File: src/rtl/tl_pkg.sv
// Shared TileLink-UL opcodes, UART register offsets and TX FSM states.
package tl_pkg;

  localparam logic [2:0] TL_PUT_FULL        = 3'd0;
  localparam logic [2:0] TL_PUT_PARTIAL     = 3'd1;
  localparam logic [2:0] TL_GET             = 3'd4;

  localparam logic [2:0] TL_ACCESS_ACK      = 3'd0;
  localparam logic [2:0] TL_ACCESS_ACK_DATA = 3'd1;

  localparam logic [1:0] UART_TXDATA  = 2'd0;
  localparam logic [1:0] UART_STATUS  = 2'd1;
  localparam logic [1:0] UART_BAUDDIV = 2'd2;

  typedef enum logic [1:0] {
    IDLE,
    START,
    DATA,
    STOP
  } uart_tx_state_t;

endpackage

File: src/rtl/uart_tx_fifo.sv
// Byte queue feeding the UART transmitter; show-ahead read port.
module uart_tx_fifo #(
  parameter int DEPTH = 4
) (
  input  logic       clk,
  input  logic       reset,
  input  logic       push,
  input  logic [7:0] din,
  input  logic       pop,
  output logic [7:0] dout,
  output logic       full,
  output logic       empty
);

  localparam int AW = $clog2(DEPTH);
  localparam logic [AW:0] CNT_FULL = (AW+1)'(DEPTH);

  logic [7:0]    mem [DEPTH];
  logic [AW-1:0] wr_ptr;
  logic [AW-1:0] rd_ptr;
  logic [AW:0]   count;
  logic          do_push;
  logic          do_pop;

  assign full    = (count == CNT_FULL);
  assign empty   = (count == '0);
  assign do_pop  = pop & ~empty;
  // A pop in the same cycle frees a slot for a push into a full queue.
  assign do_push = push & (~full | do_pop);
  assign dout    = mem[rd_ptr];

  always_ff @(posedge clk) begin
    if (do_push) mem[wr_ptr] <= din;
  end

  always_ff @(posedge clk or negedge reset) begin
    if (!reset) begin
      wr_ptr <= '0;
      rd_ptr <= '0;
      count  <= '0;
    end else begin
      if (do_push) wr_ptr <= wr_ptr + 1'b1;
      if (do_pop)  rd_ptr <= rd_ptr + 1'b1;
      unique case ({do_push, do_pop})
        2'b10:   count <= count + 1'b1;
        2'b01:   count <= count - 1'b1;
        default: count <= count;
      endcase
    end
  end

endmodule

File: src/rtl/tl_uart_tx_adapter.sv
// TileLink-UL slave exposing an 8N1 UART transmitter with a byte FIFO.
module tl_uart_tx_adapter
  import tl_pkg::*;
#(
  parameter int FIFO_DEPTH   = 4,
  parameter int CLKS_PER_BIT = 16
) (
  input  logic        clk,
  input  logic        reset,
  input  logic        a_valid_i,
  input  logic [2:0]  a_opcode_i,
  input  logic [11:0] a_address_i,
  input  logic [31:0] a_data_i,
  input  logic [1:0]  a_size_i,
  input  logic [1:0]  a_mask_i,
  output logic        d_valid_o,
  output logic [2:0]  d_opcode_o,
  output logic [1:0]  d_size_o,
  output logic [31:0] d_data_o,
  output logic        tx_o,
  output logic        busy_o
);

  uart_tx_state_t state;
  logic [15:0] baud_div;
  logic [15:0] bit_cnt;
  logic [2:0]  bit_idx;
  logic [7:0]  shift;
  logic        tx_q;
  logic        overflow;

  logic [1:0]  reg_sel;
  logic        is_put;
  logic        is_get;
  logic        wr_txdata;
  logic        wr_status;
  logic        wr_baud;
  logic        fifo_pop;
  logic        fifo_full;
  logic        fifo_empty;
  logic [7:0]  fifo_dout;
  logic        frame_active;
  logic        overflow_set;
  logic [31:0] rdata;
  logic [15:0] baud_wr;

  logic unused_ok;
  assign unused_ok = ^{a_mask_i, a_address_i[11:4],
                       a_address_i[1:0], a_data_i[31:16]};

  assign reg_sel = a_address_i[3:2];

  always_comb begin
    is_put = 1'b0;
    is_get = 1'b0;
    unique case (1'b1)
      (a_opcode_i == TL_PUT_FULL),
      (a_opcode_i == TL_PUT_PARTIAL): is_put = 1'b1;
      (a_opcode_i == TL_GET):         is_get = 1'b1;
      default: ;
    endcase
  end

  assign wr_txdata = a_valid_i & is_put & (reg_sel == UART_TXDATA);
  assign wr_status = a_valid_i & is_put & (reg_sel == UART_STATUS);
  assign wr_baud   = a_valid_i & is_put & (reg_sel == UART_BAUDDIV);
  assign baud_wr   = (a_data_i[15:0] == 16'd0) ? 16'd1 : a_data_i[15:0];

  assign frame_active = (state != IDLE);
  assign fifo_pop     = (state == IDLE) & ~fifo_empty;
  assign overflow_set = wr_txdata & fifo_full & ~fifo_pop;

  assign tx_o   = tx_q;
  assign busy_o = frame_active | ~fifo_empty;

  uart_tx_fifo #(.DEPTH(FIFO_DEPTH)) u_fifo (
    .clk   (clk),
    .reset (reset),
    .push  (wr_txdata),
    .din   (a_data_i[7:0]),
    .pop   (fifo_pop),
    .dout  (fifo_dout),
    .full  (fifo_full),
    .empty (fifo_empty)
  );

  always_comb begin
    rdata = 32'd0;
    unique case (reg_sel)
      UART_STATUS:  rdata = {28'd0, overflow, fifo_empty,
                             fifo_full, frame_active};
      UART_BAUDDIV: rdata = {16'd0, baud_div};
      default:      rdata = 32'd0;
    endcase
  end

  always_ff @(posedge clk or negedge reset) begin
    if (!reset) begin
      d_valid_o  <= 1'b0;
      d_opcode_o <= TL_ACCESS_ACK;
      d_size_o   <= 2'd0;
      d_data_o   <= 32'd0;
    end else begin
      d_valid_o  <= a_valid_i;
      d_opcode_o <= is_get ? TL_ACCESS_ACK_DATA : TL_ACCESS_ACK;
      d_size_o   <= a_size_i;
      d_data_o   <= (a_valid_i & is_get) ? rdata : 32'd0;
    end
  end

  always_ff @(posedge clk or negedge reset) begin
    if (!reset) begin
      baud_div <= 16'(CLKS_PER_BIT);
      overflow <= 1'b0;
    end else begin
      if (wr_baud) baud_div <= baud_wr;
      // A fresh overflow outranks a clear in the same cycle.
      if (overflow_set)
        overflow <= 1'b1;
      else if (wr_status && a_data_i[3])
        overflow <= 1'b0;
    end
  end

  always_ff @(posedge clk or negedge reset) begin
    if (!reset) begin
      state   <= IDLE;
      tx_q    <= 1'b1;
      shift   <= 8'd0;
      bit_idx <= 3'd0;
      bit_cnt <= 16'd0;
    end else begin
      unique case (state)
        IDLE: begin
          tx_q <= 1'b1;
          if (fifo_pop) begin
            shift   <= fifo_dout;
            bit_cnt <= baud_div - 16'd1;
            tx_q    <= 1'b0;
            state   <= START;
          end
        end
        START: begin
          if (bit_cnt == 16'd0) begin
            bit_idx <= 3'd0;
            bit_cnt <= baud_div - 16'd1;
            tx_q    <= shift[0];
            state   <= DATA;
          end else begin
            bit_cnt <= bit_cnt - 16'd1;
          end
        end
        DATA: begin
          if (bit_cnt == 16'd0) begin
            bit_cnt <= baud_div - 16'd1;
            if (bit_idx == 3'd7) begin
              tx_q  <= 1'b1;
              state <= STOP;
            end else begin
              bit_idx <= bit_idx + 3'd1;
              tx_q    <= shift[bit_idx + 3'd1];
            end
          end else begin
            bit_cnt <= bit_cnt - 16'd1;
          end
        end
        STOP: begin
          if (bit_cnt == 16'd0)
            state <= IDLE;
          else
            bit_cnt <= bit_cnt - 16'd1;
        end
        default: state <= IDLE;
      endcase
    end
  end

endmodule

File: config.mk
export PLATFORM = sky130hd
export DESIGN_NAME = tl_uart_tx_adapter
export DESIGN_NICKNAME = d
export VERILOG_FILES = /design/src/rtl/tl_pkg.sv /design/src/rtl/uart_tx_fifo.sv /design/src/rtl/tl_uart_tx_adapter.sv
export SDC_FILE = /design/constraint.sdc
export NUM_CORES = 1
export LEC_CHECK = 0
export ABC_AREA = 0
export BUFFER_PORTS_ARGS = -buffer_cell sky130_fd_sc_hd__buf_2
export CAP_MARGIN = 5
export CELL_PAD_IN_SITES_DETAIL_PLACEMENT = 1
export CELL_PAD_IN_SITES_GLOBAL_PLACEMENT = 2
export CORE_ASPECT_RATIO = 0.6
export CORE_MARGIN = 5
export CORE_UTILIZATION = 30
export DETAILED_ROUTE_END_ITERATION = 16
export PLACE_DENSITY = 0.72
export REMOVE_ABC_BUFFERS = 1
export SLEW_MARGIN = 15
export SYNTH_ARGS = -nofsm -noshare
export SYNTH_HDL_FRONTEND = slang
export SYNTH_SLANG_ARGS = --single-unit
File: constraint.sdc
create_clock -name clk -period 2.4 [get_ports clk]
set_input_delay 0.12 -clock clk [delete_from_list [all_inputs] [get_ports clk]]
set_output_delay 0.12 -clock clk [all_outputs]
set_load 0.05 [all_outputs]
==> results of run 1 <==
==> layout make-up <==
class                   instances  area (um2)
fillers                      1892       10900
flip-flops and latches        106        2820
multi-input cells             304        2260
repair buffers                 85         541
well taps                     234         293
clock buffers                   9         225
clock inverters                 7        80.1
inverters                      20        75.1
==> how the worst max path moves through the flow <==
stage / slack, ns / end
CTS: 0.03 / bit_cnt[8]$_DFFE_PN0P_
global placement: 0.1 / bit_cnt[3]$_DFFE_PN0P_
floorplan: -0.10 / bit_cnt[3]$_DFFE_PN0P_
detailed placement: 0.05 / bit_cnt[3]$_DFFE_PN0P_
global route: 0.02 / bit_cnt[11]$_DFFE_PN0P_
finish: 0.12 / bit_cnt[11]$_DFFE_PN0P_
==> repair_timing <==
item,in CTS,in global routing
hold endpoints to repair,44,0
endpoints found under the setup margin,0,12
setup buffers,0,0
hold buffers,7,0
resized for setup,0,5
==> layer usage <==
metal	vias to the layer above	track usage (%)	share of wire, %
li1	1761	-	-
met1	1905	23.9	53
met2	78	20.9	41
met3	11	3.60	5.5
met4	0	3.05	0.80
met5	-	0	0
==> Yosys cell counts, types with 3 or more instances <==
| library cell | instances | area [um2] |
|---|---|---|
| a21oi_1 | 13 | 65.1 |
| a221o_1 | 4 | 40.0 |
| a22o_1 | 7 | 61.3 |
| a22oi_1 | 4 | 30.0 |
| a31oi_1 | 4 | 25.0 |
| and2_1 | 17 | 106 |
| buf_2 | 3 | 15.0 |
| buf_4 | 20 | 150 |
| clkbuf_1 | 10 | 37.5 |
| dfrtp_1 | 72 | 1800 |
| edfxtp_1 | 32 | 961 |
| ha_1 | 17 | 213 |
| inv_1 | 20 | 75.1 |
| mux2_2 | 16 | 180 |
| mux4_2 | 10 | 225 |
| nand2_1 | 40 | 150 |
| nand2b_1 | 3 | 18.8 |
| nand3_1 | 7 | 35.0 |
| nor2_1 | 18 | 67.6 |
| nor2b_1 | 3 | 18.8 |
| nor3_1 | 13 | 65.1 |
| nor3b_1 | 5 | 37.5 |
| nor4_1 | 11 | 68.8 |
| o211ai_1 | 5 | 37.5 |
| o21ai_0 | 8 | 40.0 |
| o21ai_1 | 5 | 25.0 |
| o221ai_1 | 3 | 26.3 |
| o22ai_1 | 5 | 31.3 |
| or2_2 | 3 | 18.8 |
| or3_1 | 9 | 56.3 |
| xnor2_1 | 11 | 96.3 |
| xor2_1 | 6 | 52.6 |
==> report_power, final <==
part | internal (W) | leakage (nW) | total, W | switching (W)
Combinational | 0.00145 | 1.33 | 0.00335 | 0.00190
Sequential | 0.00224 | 1.23 | 0.00266 | 0.000420
Clock | 0.000746 | 0.146 | 0.00153 | 0.000788
Total | 0.00443 | 2.70 | 0.00754 | 0.00311
==> metrics by stage <==
stage / hold slack, ns / cells
6_report: 0.0139 / 765
5_1_grt: 0.00577 / 765
4_1_cts: 0.00822 / 765
3_5_place_dp: 0.155 / 742
3_3_place_gp: 0.147 / 742
2_1_floorplan: -0.176 / 430
==> kinds of logic after synthesis <==
logic type                 Yosys count  share of synthesized area, %
AOI/OAI and AO/OA                   76                          10.2
muxes                               29                          8.35
DFF                                106                          53.4
xor gates and xnor gates            17                          2.82
buffers and inverters               55                          5.55
and+or+nand+nor                    146                          15.2
adders and majority gates           18                          4.41
other                                1                        0.0711
==> sequential cells by signal, indices dropped and copies added, names as in the netlist, 3 cells and up <==
| name | flops |
|---|---|
| u_fifo.mem | 32 |
| bit_idx | 3 |
| baud_div | 16 |
| bit_cnt | 16 |
| u_fifo.count | 3 |
| d_data_o | 16 |
| shift | 8 |
==> impl_metrics.ini, run 1 <==
[critical_path]
required_ns = 2.70
r2r_end = bit_cnt[11]$_DFFE_PN0P_
cp_top_family = simple AND/OR/NAND/NOR gates
path_max_fanout = 6
cp-end-kind = flop
slowest_stage = or4_1
r2r_slack_ns = 0.12
crit_path_start_kind = flop
critical_path_cell_count = 5
arrival_ns = 2.58
cpPeakStageDelay_ns = 0.59
rr_startpoint = bit_cnt[6]$_DFFE_PN0P_
rr_worst_depth = 5
cp-startpoint = bit_cnt[6]$_DFFE_PN0P_
worstPathCellList = or4_1, or2_1, nor4_4, nor3b_1, a221o_1
path_buf_inv = 0
path_class = flop to flop

[min_path]
hold_start = a_data_i[11]
hp-class = primary input to flop
holdPathEnd = baud_div[11]$_DFFE_PN0P_
hold_depth = 2

[yosys]
synthesis.area_um2 = 5270
synth.avg_cell_area_um2 = 11.8
yosysSeqAreaShare_pct = 53.4
ys_seq_elements = 106
syn_inst = 448
synth_edf_count = 32
yosysUniqueCellTypes = 66
yosysWarnings = 0
ys.flop_type = dfrtp_1
async_flop_share_pct = 69.8

[cells_and_area]
final_common_cell = dfrtp_1
final_cell_mix = dfrtp_1 (72), buf_2 (46), nand2_1 (40)
stdcell_area_um2 = 6290
synthToLayoutAreaGrowth_pct = 19.2
nets = 598
num_antenna_cells = 0
final_core_util_pct = 36.6
drive_gt1_share_pct = 26.2

[route]
wl_per_cell_um = 19.9
drtIter0Drc = 222
vias = 3755
first_pass_iters = 4
postRouteAntennaNets = 0
wirelength_um = 15200
drc = 0
vias_per_cell = 4.91

[sta]
rsz0062_at_grt = false
finalCritPeriodShare_pct = 95.2
maxSlewViolCount = 0
period_minus_slack_ns = 2.28
finalSetupTns_ns = 0
hold_viol_final = 0
tightest_slew_ns = 0.663
setup_viol = 0
setup_ws_ns = 0.116
fmax_mhz = 438
slew_headroom_pct = 55.4
fin_skew_ns = 0.0129

[grt]
grt_max_degree = 42
grt_remaining_overflow = 0
grt_antenna_before_repair = 0
grt_pass1_wl_um = 24100
grt_pass1_vias = 4087
grt_usage_pct = 15.1

[pwr]
ir_worst_vdd_uv = 435
power.total_w = 0.00754
power.density_nw_per_um2 = 1200
p_leak_nw = 2.70

[placement]
dp_hpwl_um = 11400
gp_congestion = 0.852
place_ws_ns = 0.0481
dpl_cell_area_um2 = 5880
port_buffers = 47

[floorplanning]
ioPinCount = 94
core-area_um2 = 17200
rows = 37
die_x_um = 181
die_y_um = 113
start_util_pct = 30.7
die_area_um2 = 20400

[cts]
clockBufferDepth = 2
cts_tree = built
path_clk_slew_ns = 0.08
htreeDepth = 3
cts_root_buf = clkbuf_16
numCtsBuffers = 9
clock-sinks = 106
clk_latency_ns = 0.36

[status]
status = complete, no violations

[flow_run]
maxCapViolCount = 0
Power figures use the tool's default switching activity.
==> inputs of run 2 (changes only) <==
--- a/config.mk
+++ b/config.mk
@@ -11,12 +11,11 @@
 export CELL_PAD_IN_SITES_DETAIL_PLACEMENT = 1
 export CELL_PAD_IN_SITES_GLOBAL_PLACEMENT = 2
 export CORE_ASPECT_RATIO = 0.6
-export CORE_MARGIN = 5
 export CORE_UTILIZATION = 30
 export DETAILED_ROUTE_END_ITERATION = 16
 export PLACE_DENSITY = 0.72
-export REMOVE_ABC_BUFFERS = 1
 export SLEW_MARGIN = 15
 export SYNTH_ARGS = -nofsm -noshare
 export SYNTH_HDL_FRONTEND = slang
 export SYNTH_SLANG_ARGS = --single-unit
+export TNS_END_PERCENT = 5
==> impl_metrics.ini, run 2 (same netlist as run 1, synthesis figures left out) <==
[pwr]
pwr-share-clk_pct = 19.9
sequentialPowerShare_pct = 35.7
switching_share_pct = 40.6
ir_worst_vdd_uv = 504
intPower_w = 0.00442
comb_power_share_pct = 44.4
power.density_nw_per_um2 = 1190
p_leak_nw = 2.67
p_switching_w = 0.00302

[grt]
grt_pass1_vias = 3880
grt_pass1_wl_um = 22700
grt_remaining_overflow = 0
grt_usage_pct = 16.4
grt_max_degree = 75
grt_antenna_before_repair = 0

[placement]
dp_hpwl_um = 10400
gp_congestion = 0.854
place_ws_ns = 0.107
placed_cells = 738
port_buffers = 47
dpl_cell_area_um2 = 5870

[min_path]
hp-class = primary input to flop

[cells_and_area]
final_common_cell = dfrtp_1
synthToLayoutAreaGrowth_pct = 18.2
fillers = 1890
final_cells = 760
regMostFlops = u_fifo.mem
stdcell_area_um2 = 6230
num_antenna_cells = 0
nets = 593
drive_gt1_share_pct = 25.5
final_core_util_pct = 36.3
largest_register_ffs = 32
ff_latch_area_um2 = 2820
final_cell_mix = dfrtp_1 (72), buf_2 (46), nand2_1 (40)
multiInputGateArea_um2 = 2250

[floorplanning]
die_x_um = 173
start_util_pct = 30.7
die_y_um = 105
core-area_um2 = 17200
die_area_um2 = 18100
ioPinCount = 94
rows = 37

[cts]
clock-sinks = 106
htreeDepth = 3
numCtsBuffers = 9
path_clk_slew_ns = 0.08
cts_setup_buffers = 0
cts_tree = built
clockBufferDepth = 2
cts_root_buf = clkbuf_16
clk_latency_ns = 0.36

[sta]
hold-worst-slack_ns = 0.0144
period_minus_slack_ns = 2.31
setup_viol = 0
slew_headroom_pct = 59.4
setup_ws_ns = 0.0941
tightest_slew_ns = 0.609
rsz0062_at_grt = true
hold_viol_final = 0
maxSlewViolCount = 0
fin_skew_ns = 0.0140
fmax_mhz = 434
finalCritPeriodShare_pct = 96.1

[critical_path]
r2r_slack_ns = 0.09
cp-end-kind = flop
arrival_ns = 2.54
required_ns = 2.64
crit_path_start_kind = flop
path_class = flop to flop
path_max_fanout = 6

[flow_run]
maxCapViolCount = 0

[route]
wl_per_cell_um = 18.5
first_pass_iters = 4
vias = 3699
drtIter0Drc = 252
postRouteAntennaNets = 0
wirelength_um = 14000
drc = 0
vias_per_cell = 4.87

[status]
status = complete, no violations
## run 2: power by group through the flow
stage / Clock [W] / Sequential [W] / Combinational [W]
5_1_grt: 0.00157 / 0.00273 / 0.00365
4_1_cts: 0.00151 / 0.00266 / 0.00327
6_report: 0.00148 / 0.00266 / 0.00330
3_5_place_dp: 0 / 0.00270 / 0.00325
2_1_floorplan: 0 / 0.00255 / 0.00229
3_3_place_gp: 0 / 0.00267 / 0.00315
## run 2: area by class of cell
type / instances / area share, %
clock buffers: 10 / 3.67
clock inverters: 6 / 0.903
inverters: 20 / 1.20
multi-input cells: 304 / 36.1
flip-flops and latches: 106 / 45.2
well taps: 234 / 4.70
repair buffers: 80 / 8.23
## run 2: per-layer routing
metal  part of all wire (%)  routed length (um)  global-route usage (%)  vias to the layer above
met5                      0                   0                       0                        -
met4                   0.80                 112                    3.60                        0
met3                    4.9                 690                    4.04                       10
met2                     39                5410                    21.3                       87
met1                     56                7830                    26.6                     1849
li1                       -                   -                       -                     1753
## run 2: final timing paths
path | depth (start not counted) | end | startpoint
worst max-delay path | 5 | state[1]$_DFFE_PN0P_ | bit_cnt[11]$_DFFE_PN0P_
worst min-delay path | 1 | u_fifo.mem[2][0]$_DFFE_PP_ | a_data_i[0]
worst max register to register | 5 | state[1]$_DFFE_PN0P_ | bit_cnt[11]$_DFFE_PN0P_
worst min register to register | 2 | shift[1]$_DFFE_PN0P_ | shift[1]$_DFFE_PN0P_
max in group asynchronous | 3 | baud_div[4]$_DFFE_PN1P_ | reset
min in group asynchronous | 3 | d_size_o[0]$_DFF_PN0_ | reset
## run 2: repair_timing
item / 4_1_cts / 5_1_grt
endpoints found under the hold margin: 76 / 0
endpoints found under the setup margin: 0 / 8
hold buffers: 6 / 0
resized for setup: 0 / 6
## run 2: through the flow
stage	power [W]	setup TNS, ns
CTS	0.00745	0
global route	0.00795	-0.0119
global placement	0.00582	0
detailed placement	0.00595	0
finish	0.00744	0
floorplan	0.00484	0
## run 2: critical path, cell delays in order, from the launching register on
cell     delay, ns
dfrtp_1       0.44
or4_4         0.56
or4_4         0.48
nor2_4        0.21
a32oi_2       0.18
mux2_4        0.32
